[src/rtl/parallel2serial.sv]
// parallel2serial: valid/ready word input, one bit per clock on a serial line
// with a qualifying valid strobe and a last-bit marker. A one-word holding
// register lets consecutive words stream out with no idle cycle between them.
//
// state    | meaning
// ---------+----------------------------------------------------------
// ST_IDLE  | nothing on the line, dout_valid = 0
// ST_SHIFT | presenting bit cnt of the current word, dout_valid = 1

module parallel2serial #(
    parameter int WIDTH     = 8,
    parameter bit MSB_FIRST = 1'b1
) (
    input  logic             clk,
    input  logic             rst_n,
    input  logic [WIDTH-1:0] din_parallel,
    input  logic             din_valid,
    output logic             din_ready,
    output logic             dout_serial,
    output logic             dout_valid,
    output logic             dout_last
);

    localparam int CNT_W = $clog2(WIDTH);
    localparam logic [CNT_W-1:0] CNT_LAST = CNT_W'(WIDTH - 1);
    localparam logic [CNT_W-1:0] CNT_PENULT = CNT_W'(WIDTH - 2);

    localparam logic [0:0] ST_IDLE  = 1'b0;
    localparam logic [0:0] ST_SHIFT = 1'b1;

    logic [WIDTH-1:0] hold_reg;
    logic             hold_valid;
    logic [WIDTH-1:0] shift_reg;
    logic [WIDTH-1:0] shift_next;
    logic [CNT_W-1:0] cnt;
    logic [0:0]       state;
    logic             accept;
    logic             load;
    logic             first_bit;
    logic             next_bit;

    // Ready depends only on the holding flop, never on din_valid.
    assign din_ready = ~hold_valid;
    assign accept    = din_valid & din_ready;
    assign load      = hold_valid & ((state == ST_IDLE) | (cnt == CNT_LAST));

    // Next shifter contents and the bit it will present, in transmit order.
    always_comb begin
        shift_next = '0;
        first_bit  = 1'b0;
        next_bit   = 1'b0;
        if (MSB_FIRST) begin
            shift_next = {shift_reg[WIDTH-2:0], 1'b0};
            first_bit  = hold_reg[WIDTH-1];
            next_bit   = shift_next[WIDTH-1];
        end else begin
            shift_next = {1'b0, shift_reg[WIDTH-1:1]};
            first_bit  = hold_reg[0];
            next_bit   = shift_next[0];
        end
    end

    // Holding register: filled on handshake, emptied when the shifter loads.
    // Accept needs hold_valid = 0 and load needs hold_valid = 1, so they never collide.
    always_ff @(posedge clk or negedge rst_n) begin
        if (!rst_n) begin
            hold_reg   <= '0;
            hold_valid <= 1'b0;
        end else if (accept) begin
            hold_reg   <= din_parallel;
            hold_valid <= 1'b1;
        end else if (load) begin
            hold_valid <= 1'b0;
        end
    end

    // Shifter FSM with registered serial outputs.
    always_ff @(posedge clk or negedge rst_n) begin
        if (!rst_n) begin
            state       <= ST_IDLE;
            cnt         <= '0;
            shift_reg   <= '0;
            dout_serial <= 1'b0;
            dout_valid  <= 1'b0;
            dout_last   <= 1'b0;
        end else if (load) begin
            state       <= ST_SHIFT;
            cnt         <= '0;
            shift_reg   <= hold_reg;
            dout_serial <= first_bit;
            dout_valid  <= 1'b1;
            dout_last   <= 1'b0;
        end else if (state == ST_SHIFT) begin
            if (cnt != CNT_LAST) begin
                cnt         <= cnt + CNT_W'(1);
                shift_reg   <= shift_next;
                dout_serial <= next_bit;
                dout_valid  <= 1'b1;
                dout_last   <= (cnt == CNT_PENULT);
            end else begin
                // Final bit done and nothing held: drop back to a quiet line.
                state       <= ST_IDLE;
                cnt         <= '0;
                shift_reg   <= '0;
                dout_serial <= 1'b0;
                dout_valid  <= 1'b0;
                dout_last   <= 1'b0;
            end
        end
    end

endmodule

[config.mk]
export PLATFORM = sky130hd
export DESIGN_NAME = parallel2serial
export DESIGN_NICKNAME = d
export VERILOG_FILES = /design/src/rtl/parallel2serial.sv
export SDC_FILE = /design/constraint.sdc
export NUM_CORES = 1
export LEC_CHECK = 0
export ABC_AREA = 1
export ABC_CLOCK_PERIOD_IN_PS = 2700
export CAP_MARGIN = 20
export CORE_UTILIZATION = 56
export DETAILED_ROUTE_END_ITERATION = 10
export GPL_ROUTABILITY_DRIVEN = 0
export PLACE_DENSITY = 0.9
export RECOVER_POWER = 100
export SLEW_MARGIN = 20
export SYNTH_ARGS = -nofsm -noshare
export SYNTH_HDL_FRONTEND = slang
export SYNTH_SLANG_ARGS = --single-unit
[constraint.sdc]
create_clock -name clk -period 2.7 [get_ports clk]
set_clock_uncertainty 0.1 [all_clocks]
set_input_delay 0.54 -clock clk [delete_from_list [all_inputs] [get_ports clk]]
set_output_delay 0.54 -clock clk [all_outputs]
set_load 0.1 [all_outputs]
==> flow_summary.toml <==
[grt]
via_count_of_the_first_global_routing_pass = 747
grt_overflow_total = 0
global_route.usage.total_pct = 20.3
maximum_number_of_pins_on_one_net_before_global_route_repair = 24
wire_length_of_the_first_global_routing_pass_um = 3020
antenna_found_initial = 0

[floorplanning]
floorplan.core_area_sq_um = 1780
ioPinCount = 15
floorplan.die_area_sq_um = 2140
floorplan.initialDensity_pct = 61.6
die-height_um = 46.3
die_width_um = 46.3
rows = 15

[min_path]
timing.hold.worst.start = "hold_reg[3]"
hold_path_depth = 2
holdPathEnd = "hold_reg[3]"
hold_class = "reg2reg"

[worst_setup_path]
critPathBufInv = 1
register_to_register_path_setup_slack_ns = 0.74
required_ns = 2.06
critPathCaptureType = "output pin"
worstPathArrival_ns = 1.55
worst-r2r-cell-count = 8
r2r-end = "shift_reg[3]"
critical-path-slowest-cell = "sky130_fd_sc_hd__clkbuf_1"
crit_chain = "clkbuf_1"
cell_class_contributing_the_biggest_share_of_worst_path_delay = "buffers and inverters"
start_kind = "flop"
crit_path_max_fanout = 2
slowest_delay_ns = 0.86
critPathKind = "reg2out"
timing.rr.start = "cnt[0]"

[logic_synthesis]
yosysTopAreaCell = "sky130_fd_sc_hd__dfrtp_1"
post_synthesis_cell_count = 121
seq_area_frac_synth_pct = 52.4
netlist-cell-type-count = 15
synthTopCellsByArea = "sky130_fd_sc_hd__dfrtp_1, sky130_fd_sc_hd__nand2_1, sky130_fd_sc_hd__nand3_1"
yosys_warnings = 0
syn_nets = 135
synth.cell_area_sq_um = 1100
synthesis.area_per_instance_sq_um = 9.08
synth_largest_type_area_fraction_pct = 52.4
postSynthRegisterBits = 23

[sta]
max-slew-margin-rel_pct = 21.8
worst_pin_slew_ns = 1.17
finalWorstPathRequiredPeriod_ns = 2.19
period_share_pct = 81.1
finalHoldViolCount = 0
timing.fmax_ghz = 0.457
timing.setup.tns_ns = 0
setup_viol = 0
maxSlewViolCount = 0
unrepaired_setup_endpoints_after_global_routing = "no"

[cts]
cts_root_buffer = "sky130_fd_sc_hd__clkbuf_4"
clock_sinks = 23
number_of_buffers_added_to_fix_hold_violations_after_cts = 0
worst_skew_pair.late_latency_ns = 0.31
post_cts.repair.setup_buffers = 0
htree_levels = 1
max-clock-path-buffers = 2
cts_made_buffers = 3
cts_tree = "done"
cts_resized = 0
clk_transition_reported_paths_ns = 0.13

[drt]
post_drt_wl_per_cell_um = 11.3
vias_per_cell = 4.94
vias = 801
final_antenna_net_count = 0
drt_pass1_iterations = 4
route.final.wire_length_um = 1830
dr.first_iter.drc_count = 23
drc = 0

[outcome]
outcome = "completed"

[placed_design]
post-dp-hpwl_um = 1320
quantity_of_i_o_buffers_inserted_on_ports = 14
dp.cells = 158

[layout]
flip_flop_count_of_the_largest_register_after_layout = 8
num-nets-final = 152
fin_cells = 162
final_common_cell = "sky130_fd_sc_hd__nand2_1"
antenna_cells_inserted = 0
area_growth_syn_to_layout_pct = 9.34
most-common-layout-cells = "sky130_fd_sc_hd__nand2_1, sky130_fd_sc_hd__dfrtp_1, sky130_fd_sc_hd__nand3_1"
post_route_cells_drive_above_1_share_pct = 8.76

[power]
power_density_of_the_placed_cells_nw_per_um2 = 1120
power.ir.vdd_worst_mv = 0.718
static-leakage-power_nw = 0.614

[job]
maxCapViolations = 0
worst min-delay path: cells and delay by family, from the launching register on:
family / cells / cell delay (ns)
simple gates: 2 / 0.10
flops: 1 / 0.36
cells in the mapped netlist, drive strengths merged:
master and n:
ha 3, o21ai 3, buf 3, nand2 48, nand3 16, nor2 8, inv 12, dfrtp 23
a21oi 5
report_power, final:
| part | switching (mW) | total, mW | internal, mW | leakage (nW) |
|---|---|---|---|---|
| logic | 0.433 | 0.597 | 0.164 | 0.320 |
| clock network | 0.104 | 0.159 | 0.0553 | 0.0177 |
| registers | 0.103 | 0.592 | 0.488 | 0.276 |
| total | 0.640 | 1.35 | 0.708 | 0.614 |
through the flow:
step | instance area, sq um | utilization (%) | total power, mW | setup slack (ns) | hold WS, ns
6_report | 1200 | 67.4 | 1.35 | 0.511 | 0.382
5_1_grt | 1200 | 67.4 | 1.45 | 0.459 | 0.417
4_1_cts | 1250 | 70.2 | 1.41 | 0.689 | 0.389
3_5_place_dp | 1220 | 68.7 | 1.25 | 1.01 | 0.358
3_3_place_gp | 1220 | 68.7 | 1.23 | 1.03 | 0.365
2_1_floorplan | 1100 | - | 1.13 | 1.16 | 0.144
layer usage:
metal	track usage (%)	part of all wire (%)	up-vias
met1	25.3	45	364
met5	0	0	-
met2	34.4	49	25
met4	10.6	1.3	0
li1	-	-	408
met3	2.35	4.5	4
cell type report:
class                      instances  area, sq um
multi-input combinational         83          394
timing repair buffer              15          120
sequential                        23          576
fill                             165          582
clock inverter                     1         5.00
clock buffer                       3         22.5
tap                               25         31.3
inverter                          12         52.6
logic make-up (layout without fill, tap and decap cells):
family / count (synthesis) / after routing / synth area share, %
AND/OR/NAND/NOR: 72 / 72 / 30.2
flip-flops: 23 / 23 / 52.4
buffers and inverters: 15 / 31 / 8.66
AO/OA/AOI/OAI: 8 / 8 / 5.35
adder cells (fa/ha/maj): 3 / 3 / 3.42
worst max-delay path by stage:
| stage | to | startpoint | slack [ns] | depth (start not counted) |
|---|---|---|---|---|
| 3_3_place_gp | hold_reg[7] | din_valid | 1.03 | 4 |
| 3_5_place_dp | hold_reg[1] | din_valid | 1.01 | 4 |
| 6_report | dout_last | dout_last | 0.51 | 1 |
| 2_1_floorplan | dout_last | dout_last | 1.16 | 0 |
| 4_1_cts | din_ready | hold_valid | 0.69 | 2 |
| 5_1_grt | dout_serial | dout_serial | 0.46 | 1 |
Note: power is estimated with default switching activity, not from simulation.
